<file path="config.mk">
export PLATFORM = sky130hd
export DESIGN_NAME = mem_access_unit
export DESIGN_NICKNAME = d
export VERILOG_FILES = /design/src/rtl/mau_pkg.sv /design/src/rtl/mau_load_align.sv /design/src/rtl/mem_access_unit.sv
export SDC_FILE = /design/constraint.sdc
export NUM_CORES = 1
export LEC_CHECK = 0
export ABC_AREA = 0
export CORE_MARGIN = 2
export CORE_UTILIZATION = 55
export CTS_BUF_LIST = sky130_fd_sc_hd__clkbuf_4 sky130_fd_sc_hd__clkbuf_8
export CTS_CLUSTER_DIAMETER = 60
export CTS_CLUSTER_SIZE = 30
export DETAILED_ROUTE_END_ITERATION = 8
export GPL_TIMING_DRIVEN = 0
export PLACE_DENSITY_LB_ADDON = 0.25
export SETUP_SLACK_MARGIN = 0.4
export SLEW_MARGIN = 20
export SYNTH_ARGS = -nofsm -noshare
export SYNTH_HDL_FRONTEND = slang
export SYNTH_HIERARCHICAL = 1
export SYNTH_SLANG_ARGS = --single-unit
export TNS_END_PERCENT = 10
</file>
<file path="constraint.sdc">
create_clock -name CLK -period 6.2 [get_ports CLK]
set_input_delay 1.24 -clock CLK [delete_from_list [all_inputs] [get_ports CLK]]
set_output_delay 1.24 -clock CLK [all_outputs]
set_load 0.05 [all_outputs]
</file>
<file path="src/rtl/mau_pkg.sv">
// Shared definitions for the memory access unit.
// Contents: access size encodings (also used as RAM modes), FSM state
// enumeration, maximum beat count, and small decode helpers.
package mau_pkg;

    localparam logic [1:0] SZ_WORD     = 2'b00;
    localparam logic [1:0] SZ_BYTE     = 2'b01;
    localparam logic [1:0] SZ_HALF     = 2'b10;
    localparam logic [1:0] SZ_WORD_ALT = 2'b11;

    localparam int MAX_BEATS = 4;
    localparam int BEAT_W    = $clog2(MAX_BEATS);

    typedef enum logic [1:0] {
        ST_IDLE    = 2'd0,
        ST_ACCESS  = 2'd1,
        ST_CAPTURE = 2'd2,
        ST_RESP    = 2'd3
    } mau_state_e;

    // Word needs Addr[1:0]==0, half needs Addr[0]==0, bytes are always aligned.
    function automatic logic is_misaligned(input logic [1:0] size, input logic [1:0] lsbs);
        case (size)
            SZ_BYTE: return 1'b0;
            SZ_HALF: return lsbs[0];
            default: return (lsbs != 2'b00);
        endcase
    endfunction

    // Index of the final beat: split accesses are byte beats, otherwise one beat.
    function automatic logic [BEAT_W-1:0] last_beat(input logic [1:0] size, input logic split);
        if (!split)
            return '0;
        else if (size == SZ_HALF)
            return BEAT_W'(1);
        else
            return BEAT_W'(MAX_BEATS - 1);
    endfunction

endpackage

</file>
<file path="src/rtl/mau_load_align.sv">
// Load data alignment for the memory access unit.
// Places the RAM read data into the assembly buffer (whole value for a
// single-beat access, byte lane <beat> for a split access) and produces the
// zero/sign-extended load result from the updated buffer.
// Ports:
//   asm_buf  in   current assembly buffer
//   ram_dout in   RAM read data (lane-selected, right-justified)
//   beat     in   current beat index
//   split    in   access is executed as byte beats
//   size     in   access size encoding
//   sgn      in   sign-extend byte/half results
//   buf_next out  assembly buffer after placing this beat
//   result   out  extended load result
module mau_load_align
    import mau_pkg::*;
#(
    parameter int DATA_W = 32
) (
    input  logic [DATA_W-1:0] asm_buf,
    input  logic [DATA_W-1:0] ram_dout,
    input  logic [BEAT_W-1:0] beat,
    input  logic              split,
    input  logic [1:0]        size,
    input  logic              sgn,
    output logic [DATA_W-1:0] buf_next,
    output logic [DATA_W-1:0] result
);

    always_comb begin
        buf_next = asm_buf;
        if (split)
            buf_next[{beat, 3'b000} +: 8] = ram_dout[7:0];
        else
            buf_next = ram_dout;

        case (size)
            SZ_BYTE: result = {{(DATA_W-8){sgn & buf_next[7]}}, buf_next[7:0]};
            SZ_HALF: result = {{(DATA_W-16){sgn & buf_next[15]}}, buf_next[15:0]};
            default: result = buf_next;
        endcase
    end

endmodule

</file>
<file path="src/rtl/mem_access_unit.sv">
// Memory access unit: turns single CPU load/store requests into RAM cycles.
// Loads take ACCESS (address out) then CAPTURE (registered RAM data in);
// stores complete after their ACCESS beat(s). RESP pulses Done for one cycle.
// Optional feature macro MAU_SPLIT_EN: misaligned word/half accesses run as
// byte beats at Addr+k (wrapping); without it they complete with Err=1 and
// no RAM access.
// Ports:
//   CLK, RST            clock, synchronous active-high reset
//   Req, Wr, Size, Sgn  request, store/load, size, sign-extend
//   Addr, WData         byte address, right-justified store data
//   Ready, Done, Err    idle, completion pulse, misalignment error
//   RData               load result (held until next load completion)
//   RamAddr, RamMode    RAM byte address and access size
//   RamRWn, RamDin      RAM write enable (0 = write), write data
//   RamDout             RAM read data, valid one cycle after the address
module mem_access_unit
    import mau_pkg::*;
#(
    parameter int ADDR_W = 9,
    parameter int DATA_W = 32
) (
    input  logic              CLK,
    input  logic              RST,
    input  logic              Req,
    input  logic              Wr,
    input  logic [1:0]        Size,
    input  logic              Sgn,
    input  logic [ADDR_W-1:0] Addr,
    input  logic [DATA_W-1:0] WData,
    output logic              Ready,
    output logic              Done,
    output logic              Err,
    output logic [DATA_W-1:0] RData,
    output logic [ADDR_W-1:0] RamAddr,
    output logic [1:0]        RamMode,
    output logic              RamRWn,
    output logic [DATA_W-1:0] RamDin,
    input  logic [DATA_W-1:0] RamDout
);

    mau_state_e        state;
    logic [BEAT_W-1:0] beat;
    logic              wr_q;
    logic [1:0]        size_q;
    logic              sgn_q;
    logic              split_q;
    logic [ADDR_W-1:0] addr_q;
    logic [DATA_W-1:0] wdata_q;
    logic [DATA_W-1:0] asm_buf;

    logic              req_mis;
    logic [BEAT_W-1:0] beat_nxt;
    logic              at_last;
    logic [DATA_W-1:0] buf_next;
    logic [DATA_W-1:0] load_result;

    assign req_mis  = is_misaligned(Size, Addr[1:0]);
    assign beat_nxt = beat + BEAT_W'(1);
    assign at_last  = (beat == last_beat(size_q, split_q));

    // Store data for one beat: the whole word, or byte k right-justified.
    function automatic logic [DATA_W-1:0] beat_din(input logic [DATA_W-1:0] wd,
                                                   input logic [BEAT_W-1:0] k,
                                                   input logic split);
        logic [7:0] b;
        b = wd[{k, 3'b000} +: 8];
        return split ? {{(DATA_W-8){1'b0}}, b} : wd;
    endfunction

    mau_load_align #(.DATA_W(DATA_W)) u_align (
        .asm_buf  (asm_buf),
        .ram_dout (RamDout),
        .beat     (beat),
        .split    (split_q),
        .size     (size_q),
        .sgn      (sgn_q),
        .buf_next (buf_next),
        .result   (load_result)
    );

    always_ff @(posedge CLK) begin
        if (RST) begin
            state   <= ST_IDLE;
            beat    <= '0;
            wr_q    <= 1'b0;
            size_q  <= SZ_WORD;
            sgn_q   <= 1'b0;
            split_q <= 1'b0;
            addr_q  <= '0;
            wdata_q <= '0;
            asm_buf <= '0;
            Ready   <= 1'b1;
            Done    <= 1'b0;
            Err     <= 1'b0;
            RData   <= '0;
            RamAddr <= '0;
            RamMode <= SZ_WORD;
            RamRWn  <= 1'b1;
            RamDin  <= '0;
        end else begin
            Done <= 1'b0;
            case (state)
                ST_IDLE: begin
                    if (Req) begin
                        wr_q    <= Wr;
                        size_q  <= Size;
                        sgn_q   <= Sgn;
                        addr_q  <= Addr;
                        wdata_q <= WData;
                        beat    <= '0;
                        Ready   <= 1'b0;
`ifdef MAU_SPLIT_EN
                        split_q <= req_mis;
                        state   <= ST_ACCESS;
                        RamAddr <= Addr;
                        RamMode <= req_mis ? SZ_BYTE : Size;
                        RamRWn  <= ~Wr;
                        RamDin  <= Wr ? beat_din(WData, '0, req_mis) : '0;
`else
                        split_q <= 1'b0;
                        if (req_mis) begin
                            // Rejected without touching the RAM.
                            state <= ST_RESP;
                            Done  <= 1'b1;
                            Err   <= 1'b1;
                        end else begin
                            state   <= ST_ACCESS;
                            RamAddr <= Addr;
                            RamMode <= Size;
                            RamRWn  <= ~Wr;
                            RamDin  <= Wr ? WData : '0;
                        end
`endif
                    end
                end

                ST_ACCESS: begin
                    if (wr_q) begin
                        if (at_last) begin
                            state  <= ST_RESP;
                            Done   <= 1'b1;
                            Err    <= 1'b0;
                            RamRWn <= 1'b1;
                            RamDin <= '0;
                        end else begin
                            beat    <= beat_nxt;
                            RamAddr <= addr_q + ADDR_W'(beat_nxt);
                            RamDin  <= beat_din(wdata_q, beat_nxt, split_q);
                        end
                    end else begin
                        state  <= ST_CAPTURE;
                        RamRWn <= 1'b1;
                        RamDin <= '0;
                    end
                end

                ST_CAPTURE: begin
                    asm_buf <= buf_next;
                    if (at_last) begin
                        state <= ST_RESP;
                        Done  <= 1'b1;
                        Err   <= 1'b0;
                        RData <= load_result;
                    end else begin
                        state   <= ST_ACCESS;
                        beat    <= beat_nxt;
                        RamAddr <= addr_q + ADDR_W'(beat_nxt);
                    end
                end

                default: begin
                    state <= ST_IDLE;
                    Ready <= 1'b1;
                    Err   <= 1'b0;
                end
            endcase
        end
    end

endmodule

</file>
==> results.md <==
- The count of hold-fix buffers inserted at cts is 0.
- The total clock buffers created by CTS is 17.
- The via count is between 7000 and 8000.
- The portion of netlist area occupied by mux cells is roughly 4.9%.
- The max-slew violation count is 0.
- The total negative slack is 0 ns.
- The tightest min-delay check is of the reg2reg type.
- The maximum clock rate is approximately 320 MHz.
- At the worst endpoint, the required time is approximately 6.5 ns.
- In this run, synthesis inferred 0 flip-flops with an integrated enable.
- The via count of the first global-routing pass is about 6600.
- Across the VDD grid, the largest voltage drop is roughly 0.31 mV.
- The fraction of power spent switching nets is 44.8%.
- The maximum number of pins on one net before global-route repair is 17.
- The total routing usage reported by global routing is 29.7%.
- The HPWL after detailed placement is 15300 um.
- Counting distinct cell types in the post-synthesis netlist gives 60.
- Summing the areas of all fa, ha and maj instances in the mapped netlist gives 2.81% of the synthesized area.
- The final-stage net count is 1169.
- The switching power total is 1.93 mW.
- The initial antenna violation count is 0.
- After detailed routing, the number of remaining DRC violations is 0.
- The run finished with clean final reports.
- The vias per cell is between 5 and 6.
- The average detailed-routed wire length per instance is 16.9 um.
- After synthesis, flip-flops and latches occupy between 40% and 50% of the total area.
- The timing endpoint of the critical path is RamDin[10]$_SDFFE_PP0P_.
- Of all flip-flops after synthesis, the portion carrying an async set or reset was 0%.
- Across all hold checks on the routed design, the worst slack comes to between 0.4 and 0.5 ns.
- After detailed routing, the total wire length is about 21000 um.
- The tree is rooted in a sky130_fd_sc_hd__clkbuf_8.
- The remaining global-route overflow is 0.
- The origin of the worst setup path is Size[0].
- The number of nets with antenna violations after routing is 0.
- For this run, the number of Yosys warnings is 6.
- The count of boundary I/O pins is ~160.
- The final clock period utilization by the worst path is around half.
- At the worst endpoint, the arrival time is 3.46 ns.
- The count of cells resized by post-cts repair is 0.
- Of the total synthesized cell area, the portion taken by XOR and XNOR cells is less than 1%.
- The routed design could run at a clock period as short as 3.14 ns.
- The initial core utilization is 56.1%.
- Along the worst path, the maximum fanout reaches 10.
- The layout overhead on the synthesized area is 29.2%.
- The total die area is ~14000 um2.
- The worst register-to-register path begins at beat[0]$_SDFFE_PP0P_.
- The worst setup path is captured at a flop.
- After clock tree synthesis, the clock-pin slew on the worst setup and hold paths is around 0.080 ns.
- For the final database, setup skew stands at about 0.01 ns.
- The total power after layout is 4.30 mW.
- The worst pin sits at a relative slew slack of 48.7%.
- The fraction of final layout cells with drive strength greater than 1 is 6.46%.
- The total of endpoints with negative setup slack in the final report is 0.
- The number of post-CTS setup repair buffers is 0.
- Combinational logic is responsible for about half of the overall power.
- In this run the horizontal extent of the chip is around 120 um.
- The kind of start point of the critical path is a primary input.
- The first global-routing pass estimated around 34000 um of wire.
- The number of placed instances, taps included, is 1230.
- The number of max-cap violations is 0.
- The mapped netlist covers approximately 7400 um2.
- In this run, synthesis produced a sequential element count of between 150 and 200.
- The most used flip-flop cell after synthesis is sky130_fd_sc_hd__dfxtp_1.
- The number of optimization iterations in the first detailed-route pass is 5.
- The average footprint of a synthesized cell is 8.27 um2.
- Summing the areas of all compound-gate instances in the mapped netlist gives a little under a quarter of the synthesized area.
- In this run the tool buffered the top-level ports with roughly 160 buffer cells.
- The startpoint identified for the worst hold timing path is wdata_q[24]$_SDFFE_PP0P_.
- The minimum setup slack among reg-to-reg paths is ~3.6 ns.
- The count of mapped cells out of synthesis is between 800 and 900.
- TritonCTS built the clock tree.
- By area, the combinational part of the netlist is dominated by compound AO/OA/AOI/OAI gates.
- 0 antenna diodes ended up in the layout.
- Counting cells, the worst reg-to-reg path comes to 9.
- The worst register-to-register path ends at RData[20]$_SDFFE_PP0P_.
- The area fraction in and, or, nand and nor cells after synthesis is between 10% and 20%.
- The number of levels the H-tree was split into is 4.
- The detailed router finished its first iteration with approximately 700 violations.
- The number of sinks handled by clock tree synthesis is 160.
- After the flow finishes, the layout carries non-filler instances totaling between 1000 and 1500.
- The height of the die is about 120 um.
- The global placement routability congestion is 0.900.
- Setup repair after global routing left no endpoint under its margin.
- The share of power burned in the clock network is around 17%.
- The total number of placement rows is 42.
- Sequential cells account for 33.5% of the total power.
- The clock reaches the later pin of the worst-skew pair after approximately 0.46 ns.
- The final hold violation count is 0.
- The analysis attributes to cell leakage a power of between 3 and 4 nW.
- The slew at the pin with the worst max-slew slack is slightly below 0.8 ns.
- The filler cells instantiated in the layout total a little over 1000.
- The core region is between 10000 and 15000 um2.
- Counting along the longest clock path gives a buffer depth of 2.
- The critical path start-end classification is in2reg.
- For this design the ratio of total power to cell area is 449 nW/um2.
- The internal portion of the total power is roughly 2.4 mW.
critical path, cell delays in order:
cell and delay, ns:
sky130_fd_sc_hd__clkdlybuf4s50_1 0.52, sky130_fd_sc_hd__inv_1 0.06, sky130_fd_sc_hd__ha_1 0.33, sky130_fd_sc_hd__o21ai_0 0.26, sky130_fd_sc_hd__a32o_1 0.22, sky130_fd_sc_hd__buf_2 0.23, sky130_fd_sc_hd__buf_1 0.42, sky130_fd_sc_hd__a211oi_1 0.17
flip-flops by register name, summed over array words and instances (netlist names):
signal   flops
Done         1
Err          1
RData       32
RamAddr      9
RamDin      32
RamMode      2
RamRWn       1
Ready        1
addr_q       9
asm_buf     32
beat         2
sgn_q        1
size_q       2
state        2
wdata_q     32
wr_q         1
power groups by stage:
stage	Sequential (mW)	Combinational, mW	Clock, mW
2_1_floorplan	1.95	0.965	0
6_report	1.44	2.14	0.721
3_5_place_dp	1.46	2.10	0
5_1_grt	1.47	2.28	0.771
3_3_place_gp	1.45	2.07	0
4_1_cts	1.44	2.12	0.723
layer usage:
metal	routed length (um)	global-route usage (%)	share of wire [%]	up-vias
met2	9750	47.0	46	379
met1	8970	39.2	42	3379
li1	-	-	-	3470
met5	0	0	0	-
met3	2070	7.51	9.8	42
met4	439	10.6	2.1	0
cell usage after synthesis (2+ instances only):
library cell / count / share of area (%)
sky130_fd_sc_hd__o311ai_2: 3 / 0.66
sky130_fd_sc_hd__mux2i_1: 36 / 4.9
sky130_fd_sc_hd__xnor2_1: 3 / 0.36
sky130_fd_sc_hd__dfxtp_1: 160 / 43
sky130_fd_sc_hd__or4_1: 2 / 0.20
sky130_fd_sc_hd__o21ai_0: 21 / 1.4
sky130_fd_sc_hd__o211ai_1: 10 / 1.0
sky130_fd_sc_hd__nor2_1: 97 / 4.9
sky130_fd_sc_hd__a21oi_1: 91 / 6.2
sky130_fd_sc_hd__or3_1: 3 / 0.25
sky130_fd_sc_hd__nor2b_1: 23 / 1.9
sky130_fd_sc_hd__nor2b_4: 2 / 0.37
sky130_fd_sc_hd__nand2b_1: 2 / 0.17
sky130_fd_sc_hd__buf_6: 2 / 0.30
sky130_fd_sc_hd__a22o_1: 8 / 0.95
sky130_fd_sc_hd__ha_1: 15 / 2.5
sky130_fd_sc_hd__a211oi_1: 34 / 3.4
sky130_fd_sc_hd__and2_1: 2 / 0.17
sky130_fd_sc_hd__o21ai_1: 3 / 0.20
sky130_fd_sc_hd__inv_1: 30 / 1.5
sky130_fd_sc_hd__nand2_1: 167 / 8.5
sky130_fd_sc_hd__a221oi_1: 21 / 2.5
sky130_fd_sc_hd__and3_1: 2 / 0.17
sky130_fd_sc_hd__nor3_1: 7 / 0.47
sky130_fd_sc_hd__a2111o_1: 2 / 0.30
sky130_fd_sc_hd__clkbuf_1: 40 / 2.0
sky130_fd_sc_hd__nand3_1: 8 / 0.54
sky130_fd_sc_hd__buf_1: 11 / 0.56
sky130_fd_sc_hd__a22oi_1: 33 / 3.3
sky130_fd_sc_hd__buf_4: 10 / 1.0
sky130_fd_sc_hd__buf_2: 12 / 0.81
sky130_fd_sc_hd__a311oi_1: 2 / 0.24
sky130_fd_sc_hd__nor3b_1: 2 / 0.20
sky130_fd_sc_hd__o311ai_1: 5 / 0.59
per-stage QoR:
stage	worst slack [ns]	utilization (%)	cell area (um2)
after floorplan	3.53	-	7400
after global placement	2.65	69.8	9200
after detailed placement	2.65	69.8	9200
after CTS	3.12	72.5	9560
after global routing	2.94	72.5	9560
final	3.06	72.5	9560
cells by family after synthesis:
family | count (synthesis)
buffers and inverters | 107
AOI/OAI and AO/OA | 244
DFF | 160
muxes | 36
xor gates and xnor gates | 4
other | 1
adders and majority gates | 16
and+or+nand+nor | 327
how the worst min path moves through the flow:
stage                                          end  slack (ns)  cells past startpoint
after global placement    wdata_q[20]$_SDFFE_PP0P_        0.44                      2
after CTS                  wdata_q[7]$_SDFFE_PP0P_        0.46                      2
after global routing      wdata_q[17]$_SDFFE_PP0P_        0.47                      2
after floorplan            wdata_q[0]$_SDFFE_PP0P_        0.44                      2
after detailed placement   wdata_q[7]$_SDFFE_PP0P_        0.45                      2
final                     wdata_q[24]$_SDFFE_PP0P_        0.46                      2
layout by cell type (no fill, tap or decap), types with 23 or more instances in the layout:
cell                              count
sky130_fd_sc_hd__nand2_1            167
sky130_fd_sc_hd__dfxtp_1            160
sky130_fd_sc_hd__clkdlybuf4s50_1    158
sky130_fd_sc_hd__nor2_1              97
sky130_fd_sc_hd__a21oi_1             91
sky130_fd_sc_hd__clkbuf_1            40
sky130_fd_sc_hd__mux2i_1             36
sky130_fd_sc_hd__a211oi_1            34
sky130_fd_sc_hd__a22oi_1             33
sky130_fd_sc_hd__inv_1               30
sky130_fd_sc_hd__nor2b_1             23
cell type report:
cell class / instances / area [um2] / area share (%)
clock buffers: 20 / 269 / 2.81
inverters: 32 / 120 / 1.26
multi-input cells: 629 / 3730 / 39.0
plain buffers: 75 / 349 / 3.65
repair buffers: 158 / 1580 / 16.5
flip-flops and latches: 160 / 3200 / 33.5
well taps: 176 / 220 / 2.30
clock inverters: 10 / 88.8 / 0.929
Power figures use the tool's default switching activity.
==> variant (same settings) <==
`DATA_W` is set to 32 in 2 places; all go to 64.
--- a/src/rtl/mau_load_align.sv
+++ b/src/rtl/mau_load_align.sv
@@ -14,7 +14,7 @@
 module mau_load_align
     import mau_pkg::*;
 #(
-    parameter int DATA_W = 32
+    parameter int DATA_W = 64
 ) (
     input  logic [DATA_W-1:0] asm_buf,
     input  logic [DATA_W-1:0] ram_dout,
--- a/src/rtl/mem_access_unit.sv
+++ b/src/rtl/mem_access_unit.sv
@@ -17,7 +17,7 @@
     import mau_pkg::*;
 #(
     parameter int ADDR_W = 9,
-    parameter int DATA_W = 32
+    parameter int DATA_W = 64
 ) (
     input  logic              CLK,
     input  logic              RST,
Ports: changed (resized RData, RamDin, RamDout and WData); port bits go from 159 to 287. No check against the original RTL was run, so the function may have changed too.
==> variant against the unedited design <==
Area after synthesis rose by 79%; register-to-register slack worse by 0.80 ns; sequential cell count grew 128; setup slack got worse by 0.29 ns; design area rose by 77%; count of clock-buffer cells in the layout is 4 higher; sequential power rose by 78%; power rose by 80%; wire length grew 100%; via count is 86% higher; hold slack better by 0.0053 ns; critical path type is now reg2reg; largest cell class unchanged; largest power group unchanged.
==> variant: results <==
[run_status]
outcome = complete, no violations

[min_path]
timing.hold.worst.class = reg2reg
min_delay_path_depth = 2
hold-path-endpoint = RData[23]
hold_path.startpoint = RData[23]

[detailed_routing]
drt_pass1_iterations = 5
dr_wl_cell_um = 18.96
first_iter_violations = 1483
viasPerCell = 5.928

[clock_tree]
cts_made_buffers = 21
ctsLongestPathBuffers = 3
worstSkewPairLatency_ns = 0.59
clk_transition_reported_paths_ns = 0.14
root_buffer = clkbuf_8
post-cts-setup-buffer-count = 0
ctsHtreeMaxLevel = 1
cts_resized = 0

[logic_synthesis]
yosysWarningCount = 6
ys_async_sr_fraction = 0
synth_nets = 1796
synth_commonest_cells = nand2_1, dfxtp_1, nor2_1
netlist_top_cells_area = dfxtp_1, nand2_1, a21oi_1, mux2i_1, nor2_1
synth-seq-area-share = 0.4364
post_synth_num_cell_types = 71

[placed_design]
finalWeightedCongestion = 0.9515
detailed_place_hpwl_mm = 31.72
portBuffers = 285

[global_route]
number_of_antenna_violations_at_the_first_check_in_global_routing = 1
grt_util_all_layers = 0.3271
grt_max_degree = 27
grt_first_pass_wirelength_mm = 67.54
number_of_global_route_vias_before_repair = 12800

[job]
cap_violations = 0

[setup_path]
critical-path-top-delay-family = buffers and inverters
worst-endpoint-arrival_ns = 3.96
crit_path_max_incr_delay_ns = 0.45
r2r-start = beat[0]
crit_fanout = 10
critPathSlowestCell = dfxtp_1
r2r_cells = 12
reg2reg_to = RData[44]
reg2reg_setup_slack_ns = 2.76

[power_and_ir_drop]
total_switching_power_uw = 3597
max-vdd-ir-drop_mv = 0.2273
static-leakage-power_uw = 0.006112

[sta]
slew_headroom = 0.2176
worst_setup_skew_after_layout_ns = 0.03126

[cells_and_area]
num-nets-final = 2104
layout-drive-gt1-share = 0.04803
variant: cell count changes after synthesis, moves of 34 or more:
| cell | before | now |
|---|---|---|
| a211oi_1 | 34 | 68 |
| a21oi_1 | 91 | 151 |
| clkbuf_1 | 40 | 99 |
| dfxtp_1 | 160 | 288 |
| nand2_1 | 167 | 316 |
| nand3_1 | 8 | 56 |
| nor2_1 | 97 | 160 |
variant: how the worst max path moves through the flow:
stage / startpoint / endpoint / slack (ns) / depth (start not counted)
final: beat[0] / RData[44] / 2.76 / 12
after global placement: RamDout[7] / RData[44] / 2.67 / 9
after detailed placement: Size[0] / RamAddr[3] / 2.60 / 7
after CTS: beat[0] / RData[44] / 2.89 / 12
after floorplan: Size[0] / RamDin[43] / 3.57 / 7
after global routing: beat[0] / RData[44] / 2.63 / 12
variant: per-layer routing:
layer / track usage / wire, µm / up-vias
met5: 0 / 0 / -
met4: 0.1417 / 1907 / 0
met3: 0.05496 / 4062 / 136
met2: 0.5292 / 19430 / 720
met1: 0.4339 / 17760 / 6351
li1: - / - / 6291
variant: stage by stage:
step | hold slack [ns] | utilization | setup WS, ns | area [µm²] | std cells
final | 0.4621 | 0.7208 | 2.763 | 16970 | 2277
after CTS | 0.4625 | 0.7207 | 2.890 | 16970 | 2276
after detailed placement | 0.4462 | 0.6993 | 2.597 | 16460 | 2239
after floorplan | 0.4360 | - | 3.569 | 13210 | 1635
after global placement | 0.4408 | 0.6993 | 2.670 | 16460 | 2239
after global routing | 0.4769 | 0.7208 | 2.626 | 16970 | 2277
variant: kinds of logic after synthesis:
logic type | Yosys count | share of synthesized area
flip-flops | 288 | 0.4364
adder cells (fa/ha/maj) | 17 | 0.01667
XOR/XNOR | 5 | 0.003315
AO/OA/AOI/OAI | 432 | 0.2226
other | 1 | 0.0002838
AND/OR/NAND/NOR | 618 | 0.2022
buffers and inverters | 204 | 0.06544
multiplexers | 70 | 0.05313
variant: final cells by class:
cell class	instances	area (µm²)
antenna	1	2.502
buffer	154	676.9
clock buffer	24	324.1
clock inverter	13	178.9
fill	1897	6574
inverter	50	187.7
multi-input combinational	1143	6581
sequential	288	5766
tap	319	399.1
timing repair buffer	285	2853
variant: worst reg2reg max path: cells and delay by family, from the launching register on:
| family | cells | cell delay (ns) |
|---|---|---|
| AND/OR/NAND/NOR | 3 | 0.68 |
| buffers and inverters | 5 | 1.30 |
| adder cells (fa/ha/maj) | 1 | 0.37 |
| flip-flops | 1 | 0.45 |
| AO/OA/AOI/OAI | 3 | 0.60 |
variant: power by group through the flow:
stage | clock network (µW) | registers (µW) | logic [µW]
6_report | 1150 | 2570 | 4000
5_1_grt | 1230 | 2620 | 4260
4_1_cts | 1160 | 2560 | 3940
3_5_place_dp | 0 | 2600 | 3920
3_3_place_gp | 0 | 2580 | 3860
2_1_floorplan | 0 | 3520 | 1780
